===== config.mk =====
export PLATFORM = sky130hd
export DESIGN_NAME = adc_arbiter
export DESIGN_NICKNAME = d
export VERILOG_FILES = /design/src/rtl/adc_arb_pkg.sv /design/src/rtl/adc_arbiter_rr_priority.sv /design/src/rtl/adc_arbiter.sv
export SDC_FILE = /design/constraint.sdc
export NUM_CORES = 1
export LEC_CHECK = 0
export CAP_MARGIN = 20
export CORE_MARGIN = 10
export CORE_UTILIZATION = 52
export DETAILED_ROUTE_END_ITERATION = 7
export PLACE_DENSITY = 0.87
export SLEW_MARGIN = 20
export SYNTH_ARGS = -nofsm -noshare
export SYNTH_HDL_FRONTEND = slang
export SYNTH_SLANG_ARGS = --single-unit

===== constraint.sdc =====
create_clock -name clk -period 2.5 [get_ports clk]
set_input_delay 0.5 -clock clk [delete_from_list [all_inputs] [get_ports clk]]
set_output_delay 0.5 -clock clk [all_outputs]
set_load 0.02 [all_outputs]

===== src/rtl/adc_arb_pkg.sv =====
// Shared definitions for the column-ADC arbiter: FSM state type and
// default sizing constants.
package adc_arb_pkg;

    typedef enum logic [1:0] {
        ST_IDLE    = 2'd0,
        ST_START   = 2'd1,
        ST_CONVERT = 2'd2,
        ST_RELEASE = 2'd3
    } arb_state_t;

    localparam int NREQ_DEF    = 4;
    localparam int TIMEOUT_DEF = 255;
    localparam int WDOG_W      = 16;

endpackage


===== src/rtl/adc_arbiter_rr_priority.sv =====
// Round-robin winner selection for the ADC arbiter. Purely combinational:
// the search starts one past the last owner and wraps at NREQ-1, so indices
// at or above NREQ can never be produced even when NREQ is not a power of two.
module rr_priority
    import adc_arb_pkg::*;
#(
    parameter  int NREQ = NREQ_DEF,
    localparam int IW   = $clog2(NREQ)
) (
    input  logic [NREQ-1:0] req,
    input  logic [IW-1:0]   last_owner,
    output logic [NREQ-1:0] winner,
    output logic [IW-1:0]   idx,
    output logic            valid
);

    // Scan candidates last_owner+1 .. last_owner+NREQ (mod NREQ), first hit wins.
    always_comb begin : pick
        int            cand;
        logic [IW-1:0] ci;
        winner = '0;
        idx    = '0;
        valid  = 1'b0;
        cand   = 0;
        ci     = '0;
        for (int k = 1; k <= NREQ; k++) begin
            cand = int'(last_owner) + k;
            if (cand >= NREQ) begin
                cand = cand - NREQ;
            end
            ci = IW'(cand);
            if (!valid && req[ci]) begin
                winner[ci] = 1'b1;
                idx        = ci;
                valid      = 1'b1;
            end
        end
    end

endmodule


===== src/rtl/adc_arbiter.sv =====
// Arbiter granting one shared column ADC to NREQ row sequencers.
// Optional conversion watchdog is built only when ADC_ARBITER_TIMEOUT_EN is
// defined; otherwise timeout_err is tied low and CONVERT waits for adc_done.
//
// state   | meaning
// IDLE    | no owner; pick round-robin winner when any req is set
// START   | grant registered; raise adc_enable
// CONVERT | conversion running; wait for adc_done (or watchdog abort)
// RELEASE | one-cycle ADC settle gap before the next arbitration
module adc_arbiter
    import adc_arb_pkg::*;
#(
    parameter  int NREQ    = NREQ_DEF,
    parameter  int TIMEOUT = TIMEOUT_DEF,
    localparam int IW      = $clog2(NREQ)
) (
    input  logic            clk,
    input  logic            reset,
    input  logic [NREQ-1:0] req,
    output logic [NREQ-1:0] grant,
    output logic [IW-1:0]   grant_idx,
    output logic            adc_enable,
    input  logic            adc_done,
    output logic [NREQ-1:0] ack,
    output logic            busy,
    output logic            timeout_err
);

    arb_state_t      state;
    logic [IW-1:0]   last_owner;
    logic [NREQ-1:0] rr_winner;
    logic [IW-1:0]   rr_idx;
    logic            rr_valid;

`ifdef ADC_ARBITER_TIMEOUT_EN
    // Counts completed CONVERT cycles; abort when the count would reach TIMEOUT.
    localparam logic [WDOG_W-1:0] WDOG_LAST = WDOG_W'(TIMEOUT - 1);
    logic [WDOG_W-1:0] wdog;
`else
    assign timeout_err = 1'b0;
`endif

    rr_priority #(.NREQ(NREQ)) u_rr (
        .req        (req),
        .last_owner (last_owner),
        .winner     (rr_winner),
        .idx        (rr_idx),
        .valid      (rr_valid)
    );

    // Busy is derived straight from the state register.
    assign busy = (state != ST_IDLE);

    // Arbitration FSM with registered grant/enable/ack outputs.
    always_ff @(posedge clk) begin
        if (reset) begin
            state      <= ST_IDLE;
            grant      <= '0;
            grant_idx  <= '0;
            adc_enable <= 1'b0;
            ack        <= '0;
            // Last owner starts at NREQ-1 so requester 0 wins the first round.
            last_owner <= IW'(NREQ - 1);
`ifdef ADC_ARBITER_TIMEOUT_EN
            wdog        <= '0;
            timeout_err <= 1'b0;
`endif
        end else begin
            ack <= '0;
`ifdef ADC_ARBITER_TIMEOUT_EN
            timeout_err <= 1'b0;
`endif
            case (state)
                ST_IDLE: begin
                    if (rr_valid) begin
                        grant     <= rr_winner;
                        grant_idx <= rr_idx;
                        state     <= ST_START;
                    end
                end
                ST_START: begin
                    adc_enable <= 1'b1;
`ifdef ADC_ARBITER_TIMEOUT_EN
                    wdog       <= '0;
`endif
                    state      <= ST_CONVERT;
                end
                ST_CONVERT: begin
                    // adc_done wins over a simultaneous watchdog expiry.
                    if (adc_done) begin
                        adc_enable <= 1'b0;
                        grant      <= '0;
                        ack        <= grant;
                        last_owner <= grant_idx;
                        state      <= ST_RELEASE;
                    end
`ifdef ADC_ARBITER_TIMEOUT_EN
                    else if (wdog == WDOG_LAST) begin
                        adc_enable  <= 1'b0;
                        grant       <= '0;
                        timeout_err <= 1'b1;
                        last_owner  <= grant_idx;
                        state       <= ST_RELEASE;
                    end else begin
                        wdog <= wdog + 1'b1;
                    end
`endif
                end
                ST_RELEASE: begin
                    state <= ST_IDLE;
                end
                default: begin
                    state <= ST_IDLE;
                end
            endcase
        end
    end

endmodule

Word-level counts from Yosys, hierarchy flattened
Index checks and enable logic that the tools add are counted.

storage, ports and cells
  register bits after elaboration = 15
  bits of input ports = 7
  output and inout bits = 13
  word-level logic and storage cells = 96

operators by class
  $add $sub $neg = 8
  order comparisons = 12
  equal/unequal tests = 5
  muxes and demuxes = 40
  bitwise logic cells = 5
  reduce and logical (&&, ||, !) cells = 20

operator list
  cell                                                  count
  2-to-1 mux 4 bit                                      6
  2-to-1 mux 2 bit                                      10
  2-to-1 mux 1 bit                                      13
  < comparator 2 x 3 -> 1 bit (second input constant)   4
  OR 4 bit                                              3
  >= comparator 3 bit (second input constant)           3
  binary-select mux 1 bit (select 2 bit)                4
  demux 1 bit (select 2 bit)                            4
  >= comparator 2 x 1 -> 1 bit (second input constant)  4
  case mux 2 bit (4 select lines)                       1
  case mux 4 bit (2 select lines)                       1
  AND reduction 2 bit                                   4
  subtractor 2 x 1 -> 2 bit (second input constant)     4
  logical AND 1 bit                                     7
  adder 2 x 2 -> 3 bit (second input constant)          2
  nonzero test 2 bit                                    3
  adder 2 x 3 -> 4 bit (second input constant)          1
  == test 2 bit (second input constant)                 2
  >= comparator 4 x 3 -> 1 bit (second input constant)  1
  != test 2 bit (second input constant)                 2
  adder 2 x 1 -> 3 bit (second input constant)          1
  logical NOT 1 bit                                     3
  AND reduction 3 bit                                   1
  OR reduction 3 bit                                    1
  4 further kinds                                       5

Longest topological paths before layout
Gate-level depths: netlist of the first run.

  depth in word-level cells = 17
  depth in mapped cells = 8

Hierarchy
Synthesis of the first run repeated with hierarchy kept, for this count alone.

unflattened totals
  cell total of the unflattened synthesis = 129
  area total of the unflattened synthesis = 1151.1 sq um

modules (own cells, without submodules)
  module       times used  cells each  area each (sq um)  sequential area each (sq um)
  adc_arbiter  1           61          625.6              300.3
  rr_priority  1           68          525.5              0.0

Worst setup path before layout of the first run
Ideal clock, no wire load.

  path kind = reg2reg
  start point = register last_owner[0]
  end point = register grant[0]
  setup time = 0.079 ns
  arrival = 1.974 ns
  path slack = 0.446 ns
  stages on the path, launching flop included = 9
  path buffers = 2
  cells stage by stage = dfxtp_1 clkbuf_8 inv_1 ha_1 mux4_2 buf_6 nor2_1 a22oi_1 a211oi_2

between the ends
  word-level cells in the longest chain between the ends = 17
  elaborated cells between the ends (all ways) = 65
  those cells by class = add/sub: 8; order compare: 12; eq/ne: 1; mux: 30; bitwise: 3; reduce/logical: 11

ends and longest elaborated chain
  element                                                        line               RTL
  start: declaration                                             adc_arbiter.sv:30  logic [IW-1:0] last_owner;
  start signal: assignment                                       adc_arbiter.sv:63  last_owner <= IW'(NREQ - 1);
  start signal: assignment                                       adc_arbiter.sv:94  last_owner <= grant_idx;
  branches (longest 17 deep; another with adder 2 x 1 -> 3 bit)  -
  end signal: assignment                                         adc_arbiter.sv:76  grant <= rr_winner;
  end: declaration                                               adc_arbiter.sv:20  output logic [NREQ-1:0] grant,

Several ways; the timed one is not identified. The select of a mux whose other input is x is not followed.
A chain may end at the register's enable or synchronous reset.

Worst setup path in the final report of the first run
  start point = register state[0]
  end point = output busy

between the ends
  word-level cells in the longest chain between the ends = 1

ends and longest elaborated chain
  element                   line               RTL
  start: declaration        adc_arbiter.sv:29  arb_state_t state;
  start signal: assignment  adc_arbiter.sv:57  state <= ST_IDLE;
  start signal: assignment  adc_arbiter.sv:78  state <= ST_START;
  start signal: assignment  adc_arbiter.sv:86  state <= ST_CONVERT;
  nonzero test 2 bit        adc_arbiter.sv:52  assign busy = (state != ST_IDLE);
  end: declaration          adc_arbiter.sv:25  output logic busy,

Every way passes these cells.

==> results of run 1 <==
[flip-flops by register name, summed over array words and instances, names as in the netlist]
signal and cells:
ack 4, adc_enable 1, grant 4, grant_idx 2
last_owner 2, state 2
[worst max-delay path by stage]
stage / cells after the start / start / slack, ns / end
2_1_floorplan: 8 / last_owner[0]$_SDFFE_PP1P_ / 0.45 / grant[0]$_SDFFE_PP0P_
3_3_place_gp: 6 / req[0] / 0.09 / grant[2]$_SDFFE_PP0P_
3_5_place_dp: 6 / req[1] / 0.02 / grant[0]$_SDFFE_PP0P_
4_1_cts: 4 / state[0]$_SDFFE_PP0P_ / 0.18 / busy
5_1_grt: 4 / state[0]$_SDFFE_PP0P_ / 0.09 / busy
6_report: 4 / state[0]$_SDFFE_PP0P_ / 0.19 / busy
[routing by layer]
| layer | up-vias | wire length (um) |
|---|---|---|
| li1 | 496 | - |
| met1 | 481 | 1169 |
| met2 | 28 | 1554 |
| met5 | - | 0 |
| met3 | 8 | 126 |
| met4 | 0 | 47 |
[kinds of logic after synthesis]
group                      share of synthesized area, %
and+or+nand+nor                                   18.24
AOI/OAI and AO/OA                                 27.89
DFF                                               25.45
buffers and inverters                             7.636
adders and majority gates                         12.73
muxes                                             7.741
other                                            0.3178
[cell type report]
| type | count | share of cell area [%] |
|---|---|---|
| Multi-Input combinational cell | 93 | 54.92 |
| Inverter | 6 | 1.567 |
| Clock inverter | 1 | 0.3481 |
| Clock buffer | 3 | 1.567 |
| Sequential cell | 15 | 20.89 |
| Timing Repair Buffer | 29 | 18.28 |
| Tap cell | 28 | 2.437 |
[cells in the final DEF (no fill, tap or decap), drive strengths merged, types with 4 or more instances in the layout]
cell	Yosys	layout
dfxtp	15	15
a21oi	8	8
a22oi	4	4
buf	3	11
clkdlybuf4s50	0	18
ha	12	12
a211oi	8	8
a2bb2oi	4	4
inv	6	6
nor2	14	14
nand2	7	7
a221oi	4	4
nor3b	4	4
[report_power, final]
group          switching (mW)  total (mW)  leakage (nW)  internal (mW)
sequential             0.0510       0.345         0.122          0.294
combinational           0.401       0.722         0.439          0.321
clock                  0.0850       0.145        0.0177         0.0597
total                   0.537        1.21         0.579          0.675
[synthesized netlist by cell type (3+ instances only)]
| library cell | number |
|---|---|
| a211oi_1 | 4 |
| nor3_1 | 3 |
| a22oi_1 | 4 |
| nor3b_1 | 4 |
| a2bb2oi_1 | 4 |
| inv_1 | 6 |
| a21oi_1 | 8 |
| nor2b_1 | 3 |
| a221oi_2 | 4 |
| nand2_1 | 7 |
| dfxtp_1 | 15 |
| nor2_1 | 14 |
| a211oi_2 | 4 |
| ha_1 | 12 |
[per-stage QoR]
stage          utilization (%)  setup WS, ns  instances  power, mW  cell area (um2)
4_1_cts                  65.62        0.1757        175      1.212             1438
2_1_floorplan                -        0.4463        121     0.8521             1180
3_5_place_dp             64.36       0.01713        171      1.068             1410
3_3_place_gp             64.36       0.09089        171      1.036             1410
6_report                 65.62        0.1876        175      1.212             1438
5_1_grt                  65.62       0.08714        175      1.296             1438
[worst max-delay path: stages (launching register included)]
cell and delay (ns):
dfxtp_1 0.37, inv_1 0.09, ha_1 0.26, inv_1 0.16, clkdlybuf4s50_1 0.64
==> out/summary.json, run 1 <==
{
  "outcome": "finished, final reports clean",
  "worst_r2r_endpoint": "grant[0]$_SDFFE_PP0P_",
  "via_count_of_the_first_global_routing_pass": 1070,
  "final_layout_size_suffix_gt1_share_pct": 19.73,
  "grt_busiest_layer": "met2",
  "critPathArrivalTime_ns": 1.81,
  "via_count": 1013,
  "tritoncts_clock_tree": "yes",
  "depth_of_the_worst_hold_timing_path": 2,
  "vdd_drop_max_v": 0.0006330,
  "cts.sink_count": 15,
  "die-area_um2": 4574,
  "dieHeight_um": 67.64,
  "globalplace.congestion": 0.8060,
  "max-cap-violations": 0,
  "drt.antenna.violating_nets": 0,
  "regToRegStartpoint": "last_owner[0]$_SDFFE_PP1P_",
  "clkLatencyLatePin_ns": 0.30,
  "antennaDiodeCount": 0,
  "clk_pin_slew_ns": 0.10,
  "leading_cell_types_by_total_area_after_synthesis": "dfxtp_1 25%, ha_1 13%, a221oi_2 5.1%, nor2_1 4.5%, a211oi_2 4.2%",
  "maxClockFrequency_mhz": 432.4,
  "post-synth-top-area-fraction_pct": 25.45,
  "grt_start_max_net_pins": 13,
  "cts.path.max_buffers": 2,
  "post_synthesis_cell_type_count": 35,
  "area_occupied_by_multi_input_gates_um2": 789.5,
  "synth_flop_cell": "dfxtp_1",
  "met1_usage_pct": 14.47,
  "hold_violations": 0,
  "synth.yosys.seq_area_share_pct": 25.45,
  "power.density_nw_per_um2": 842.8,
  "synth_fp_nets": 140,
  "routed_wl_mm": 2.897,
  "finalWorstPathRequiredPeriod_ns": 2.312,
  "initial_core_util_pct": 53.85,
  "grt_pass1_wl_mm": 4.905,
  "port_buffers": 18,
  "routed_wl_per_cell_um": 16.55,
  "reg2reg_depth": 6,
  "firstDrtPassIters": 4,
  "die_width_um": 67.64,
  "ys_seq_elements": 15,
  "final_setup_vio_count": 0,
  "hold_start": "grant_idx[1]$_SDFFE_PP0P_",
  "worst_ep_required_time_ns": 2.00,
  "rsz0062_at_grt": "no",
  "timing.critical_path.from_type": "flop",
  "core-area_um2": 2191,
  "synth.cell_area_um2": 1180,
  "antenna_violations_before_repair": 0,
  "timing.setup.tns_ns": 0,
  "worst-setup-path-type": "reg -> out",
  "reg2reg_setup_slack_ns": 0.32,
  "worstHoldPathType": "reg -> reg",
  "p_leak_nw": 0.5789,
  "met2_usage_pct": 24.77,
  "synth.avg_cell_area_um2": 9.751,
  "numCtsBuffers": 3,
  "hpwlAfterDp_mm": 2.228,
  "clock_skew_ns": 0.008679,
  "remaining_drc_errors": 0,
  "worst_setup_path_end_kind": "output port",
  "cts_hold_buf": 0,
  "grt-ovfl-total": 0,
  "post_synth_inst_count": 121,
  "syn2layout_area_growth_pct": 21.85,
  "synthesis.yosys.warnings": 0,
  "hold-path-endpoint": "grant_idx[1]$_SDFFE_PP0P_",
  "fillerInstances": 170,
  "postCtsResizedCells": 0,
  "gr-usage-met3_pct": 4.298,
  "final_min_period_over_clock_period_pct": 92.50,
  "clockRootBuffer": "clkbuf_4",
  "number_of_post_cts_setup_repair_buffers": 0,
  "critPathMaxFanout": 5,
  "clock_tree.htree_level_count": 1,
  "num_rows": 17,
  "via_per_inst": 5.789,
  "synth-async-reset-ratio_pct": 0,
  "nets": 167,
  "top_level_ports": 20,
  "globalRouteTotalUtil_pct": 13.57,
  "seqCellArea_um2": 300.3,
  "yosys.area.top_type": "dfxtp_1",
  "edff_count_synth": 0,
  "fin_hold_ws_ns": 0.5003,
  "drt_iter0_drc": 64,
  "maxSlewViolCount": 0
}
(Power assumes the default switching activity.)
==> run 2, diff against run 1 <==
--- a/config.mk
+++ b/config.mk
@@ -7,9 +7,9 @@
 export LEC_CHECK = 0
 export CAP_MARGIN = 20
 export CORE_MARGIN = 10
-export CORE_UTILIZATION = 52
+export CORE_UTILIZATION = 56
 export DETAILED_ROUTE_END_ITERATION = 7
-export PLACE_DENSITY = 0.87
+export PLACE_DENSITY = 0.93
 export SLEW_MARGIN = 20
 export SYNTH_ARGS = -nofsm -noshare
 export SYNTH_HDL_FRONTEND = slang
==> constraint.sdc (replaced) <==
create_clock -name clk -period 2.81 [get_ports clk]
set_input_delay 0.562 -clock clk [delete_from_list [all_inputs] [get_ports clk]]
set_output_delay 0.562 -clock clk [all_outputs]
set_load 0.02 [all_outputs]
==> out/summary.json, run 2 (same netlist as run 1, synthesis figures left out) <==
{
  "vdd_drop_max_v": 0.0005876,
  "clkLatencyLatePin_ns": 0.28,
  "fillerInstances": 142,
  "die_width_um": 65.90,
  "cts_hold_buf": 0,
  "depth_of_the_worst_hold_timing_path": 2,
  "reg2reg_depth": 6,
  "dpl_cell_area_um2": 1371,
  "grt_pass1_wl_mm": 4.602,
  "drt.antenna.violating_nets": 0,
  "nets": 162,
  "dieHeight_um": 65.90,
  "slew_headroom_pct": 53.92,
  "worst-setup-path-type": "reg -> out",
  "initial_core_util_pct": 59.53,
  "postCtsResizedCells": 0,
  "worstHoldPathType": "reg -> reg",
  "worst_ep_required_time_ns": 2.25,
  "die-area_um2": 4343,
  "hpwlAfterDp_mm": 2.148,
  "remaining_drc_errors": 0,
  "maxSlewViolCount": 0,
  "clock_tree.htree_level_count": 1,
  "post-route-cell-area_um2": 1398,
  "grt-ovfl-total": 0,
  "syn2layout_area_growth_pct": 18.45,
  "finalWorstPathRequiredPeriod_ns": 2.369,
  "firstDrtPassIters": 5,
  "routed_wl_per_cell_um": 16.76,
  "clockRootBuffer": "clkbuf_4",
  "tightestPinTransition_ns": 0.6891,
  "numCtsBuffers": 3,
  "regToRegStartpoint": "last_owner[1]$_SDFFE_PP1P_",
  "number_of_post_cts_setup_repair_buffers": 0,
  "num_rows": 16,
  "reg2reg_setup_slack_ns": 0.77,
  "routed_wl_mm": 2.833,
  "cts.sink_count": 15,
  "final_min_period_over_clock_period_pct": 84.31,
  "post_layout_utilization_of_the_core_pct": 70.52,
  "via_count_of_the_first_global_routing_pass": 1003,
  "maxClockFrequency_mhz": 422.1,
  "rsz0062_at_grt": "no",
  "outcome": "finished, final reports clean",
  "worst_setup_path_end_kind": "output port",
  "critPathArrivalTime_ns": 1.81,
  "globalplace.congestion": 0.8968,
  "max-cap-violations": 0,
  "p_leak_nw": 0.5522,
  "via_count": 1040,
  "top_regs": "ack x4, grant x4",
  "critPathMaxFanout": 5,
  "antenna_violations_before_repair": 0,
  "total_power_mw": 1.057,
  "power.density_nw_per_um2": 756.0,
  "top_level_ports": 20,
  "hold_start": "adc_enable$_SDFFE_PP0P_",
  "hold_violations": 0,
  "worst_r2r_endpoint": "grant[0]$_SDFFE_PP0P_",
  "port_buffers": 18,
  "clock_skew_ns": 0.001022,
  "core-area_um2": 1982,
  "via_per_inst": 6.154,
  "tritoncts_clock_tree": "yes",
  "antennaDiodeCount": 0,
  "drt_iter0_drc": 34,
  "grt_start_max_net_pins": 16,
  "cts.path.max_buffers": 2,
  "final_setup_vio_count": 0,
  "hold-path-endpoint": "adc_enable$_SDFFE_PP0P_",
  "clk_pin_slew_ns": 0.08,
  "most-common-layout-cells": "18 x clkdlybuf4s50_1, 15 x dfxtp_1, 14 x nor2_1, 12 x ha_1, 8 x a21oi_1",
  "layout_commonest_cell": "clkdlybuf4s50_1",
  "timing.critical_path.from_type": "flop",
  "final_layout_size_suffix_gt1_share_pct": 16.20,
  "timing.setup.tns_ns": 0,
  "globalRouteTotalUtil_pct": 13.21
}
==> run 2: worst max path at each step <==
stage	startpoint	depth (start not counted)	slack, ns	to
2_1_floorplan	last_owner[0]$_SDFFE_PP1P_	8	0.76	grant[0]$_SDFFE_PP0P_
3_3_place_gp	req[0]	6	0.25	grant[0]$_SDFFE_PP0P_
3_5_place_dp	req[0]	6	0.18	grant[0]$_SDFFE_PP0P_
4_1_cts	state[0]$_SDFFE_PP0P_	4	0.44	busy
5_1_grt	req[0]	6	0.32	grant[0]$_SDFFE_PP0P_
6_report	state[0]$_SDFFE_PP0P_	4	0.44	busy
==> run 2: per-layer routing <==
| layer | vias to the layer above | wire [um] | GRT usage (%) |
|---|---|---|---|
| li1 | 490 | - | - |
| met1 | 513 | 1141 | 14.59 |
| met4 | 0 | 31 | 4.278 |
| met3 | 6 | 116 | 3.898 |
| met2 | 31 | 1544 | 23.43 |
| met5 | - | 0 | 0 |
==> run 2: final cells by class <==
type                            instances  area, um2  share of cell area, %
Clock buffer                            4      26.28                  1.880
Inverter                                6      22.52                  1.611
Timing Repair Buffer                   24      225.2                  16.11
Tap cell                               27      33.78                  2.417
Multi-Input combinational cell         93      789.5                  56.49
Sequential cell                        15      300.3                  21.49
==> run 2: stage by stage <==
stage	std cells	setup slack (ns)	hold slack, ns
after floorplan	121	0.7563	0.4922
after global placement	165	0.2493	0.4612
after detailed placement	165	0.1826	0.4796
after CTS	169	0.4448	0.4994
after global routing	169	0.3173	0.5295
final	169	0.4409	0.4984
==> run 2: critical path, cell delays in order, from the launching register on <==
cell             delay, ns
dfxtp_1               0.37
inv_1                 0.09
ha_1                  0.26
inv_1                 0.16
clkdlybuf4s50_1       0.65
==> run 2: report_power, final <==
group	total (mW)	switching (mW)	internal (mW)
clock network	0.120	0.0652	0.0552
logic	0.635	0.360	0.275
registers	0.302	0.0402	0.261
==> run 3, diff against run 2 <==
--- a/config.mk
+++ b/config.mk
@@ -7,9 +7,9 @@
 export LEC_CHECK = 0
 export CAP_MARGIN = 20
 export CORE_MARGIN = 10
-export CORE_UTILIZATION = 56
+export CORE_UTILIZATION = 52
 export DETAILED_ROUTE_END_ITERATION = 7
-export PLACE_DENSITY = 0.93
+export PLACE_DENSITY = 0.87
 export SLEW_MARGIN = 20
 export SYNTH_ARGS = -nofsm -noshare
 export SYNTH_HDL_FRONTEND = slang
==> constraint.sdc (replaced) <==
create_clock -name clk -period 2.4 [get_ports clk]
set_input_delay 0.48 -clock clk [delete_from_list [all_inputs] [get_ports clk]]
set_output_delay 0.48 -clock clk [all_outputs]
set_load 0.02 [all_outputs]
==> out/summary.json, run 3 (same netlist as run 1, synthesis figures left out) <==
{
  "cpMostUsedCell": "inv_1",
  "crit_path_start": "state[0]$_SDFFE_PP0P_",
  "nets": 170,
  "drt_iter0_drc": 41,
  "hpwlAfterDp_mm": 2.323,
  "reg2reg_setup_slack_ns": 0.37,
  "dpl_cell_area_um2": 1433,
  "routed_wl_mm": 2.853,
  "rsz0062_at_grt": "no",
  "globalRouteTotalUtil_pct": 13.43,
  "remaining_drc_errors": 0,
  "top_level_ports": 20,
  "via_count": 1027,
  "cts_hold_buf": 0,
  "timing.critical_path.from_type": "flop",
  "port_buffers": 18,
  "clockRootBuffer": "clkbuf_4",
  "timing.critical_path.max_delay_family": "buffers and inverters",
  "total_power_mw": 1.263,
  "globalplace.congestion": 0.8915,
  "clock_skew_ns": 0.004043,
  "die_width_um": 67.64,
  "power.density_nw_per_um2": 865.2,
  "grt-ovfl-total": 0,
  "fin_hold_ws_ns": 0.4772,
  "reg2reg_depth": 7,
  "final_layout_size_suffix_gt1_share_pct": 21.33,
  "post-route-cell-area_um2": 1460,
  "die-area_um2": 4574,
  "grt_pass1_wl_mm": 4.774,
  "timing.critical_path.depth": 4,
  "most-common-layout-cells": "18 x clkdlybuf4s50_1, 15 x dfxtp_1, 14 x nor2_1, 14 x buf_4, 12 x ha_1",
  "postCtsResizedCells": 0,
  "regToRegStartpoint": "last_owner[0]$_SDFFE_PP1P_",
  "critPathMaxFanout": 5,
  "cp.buffers_inverters": 3,
  "layout_commonest_cell": "clkdlybuf4s50_1",
  "core-area_um2": 2191,
  "clk_pin_slew_ns": 0.09,
  "worstHoldPathType": "reg -> reg",
  "initial_core_util_pct": 53.85,
  "worst_ep_required_time_ns": 1.92,
  "setup.worst_path.end": "busy",
  "dieHeight_um": 67.64,
  "grt_start_max_net_pins": 13,
  "maxSlewViolCount": 0,
  "worst_setup_path_end_kind": "output port",
  "tritoncts_clock_tree": "yes",
  "finalWorstPathRequiredPeriod_ns": 2.262,
  "outcome": "finished, final reports clean",
  "cp_slowest_cell": "clkdlybuf4s50_1",
  "worst-setup-path-type": "reg -> out",
  "crit_chain": "inv_1, ha_1, inv_1, clkdlybuf4s50_1",
  "firstDrtPassIters": 4,
  "p_leak_nw": 0.5922,
  "numCtsBuffers": 3,
  "post_layout_utilization_of_the_core_pct": 66.65,
  "clock_tree.htree_level_count": 1,
  "cts.sink_count": 15,
  "routed_wl_per_cell_um": 16.03,
  "drt.antenna.violating_nets": 0,
  "critPathArrivalTime_ns": 1.78,
  "syn2layout_area_growth_pct": 23.75,
  "final_min_period_over_clock_period_pct": 94.23,
  "final_setup_vio_count": 0,
  "clkLatencyLatePin_ns": 0.28,
  "hold_violations": 0,
  "antennaDiodeCount": 0,
  "via_per_inst": 5.770,
  "slowest_delay_ns": 0.64,
  "top_regs": "ack x4, grant x4",
  "num_rows": 17,
  "via_count_of_the_first_global_routing_pass": 1078,
  "maxClockFrequency_mhz": 442.2,
  "worst_r2r_endpoint": "grant[2]$_SDFFE_PP0P_",
  "vdd_drop_max_v": 0.0005873,
  "antenna_violations_before_repair": 0,
  "cts.path.max_buffers": 2,
  "number_of_post_cts_setup_repair_buffers": 0,
  "max-cap-violations": 0
}
run 3: changes by cell type in the layout (fill, tap and decap cells not counted):
cell and change:
buf_4 +8, clkbuf_1 -1, clkinv_2 +1
run 3: final cells by class:
class	instances	area (um2)
clock buffers	3	22.52
clock inverters	1	5.005
fillers	162	730.7
inverters	6	22.52
multi-input cells	93	789.5
flip-flops and latches	15	300.3
well taps	28	35.03
repair buffers	32	285.3
run 3: worst register-to-register path, cell delays in order (launching register included):
cell	delay, ns
dfxtp_1	0.48
inv_1	0.18
ha_1	0.37
mux4_1	0.22
nand2b_1	0.10
nor2_1	0.25
a22oi_1	0.15
a211oi_2	0.21
run 3: worst min-delay path by stage:
stage | slack (ns) | start | cells past startpoint | to
floorplan | 0.49 | state[0]$_SDFFE_PP0P_ | 2 | state[0]$_SDFFE_PP0P_
global placement | 0.46 | grant_idx[1]$_SDFFE_PP0P_ | 2 | grant_idx[1]$_SDFFE_PP0P_
detailed placement | 0.47 | grant_idx[1]$_SDFFE_PP0P_ | 2 | grant_idx[1]$_SDFFE_PP0P_
CTS | 0.48 | grant_idx[1]$_SDFFE_PP0P_ | 2 | grant_idx[1]$_SDFFE_PP0P_
global route | 0.51 | grant_idx[1]$_SDFFE_PP0P_ | 2 | grant_idx[1]$_SDFFE_PP0P_
finish | 0.48 | grant_idx[1]$_SDFFE_PP0P_ | 2 | grant_idx[1]$_SDFFE_PP0P_
run 3: per-layer routing:
metal  vias up  track usage, %  part of all wire (%)  wire length [um]
met1       488           14.65                    41              1159
met2        26           23.83                    52              1491
met5         -               0                     0                 0
li1        505               -                     -                 -
met3         8           3.636                   4.3               124
met4         0           5.641                   2.7                77
run 3: through the flow:
stage,setup slack [ns],TNS (ns),cells
floorplan,0.3463,0,121
global placement,0.04763,0,174
detailed placement,-0.05471,-0.1472,174
CTS,0.1278,0,178
global route,0.03788,0,178
finish,0.1384,0,178
run 3: where the power goes:
part           internal (mW)  switching, mW
clock                 0.0618         0.0838
combinational          0.345          0.415
sequential             0.306         0.0518
total                  0.713          0.550
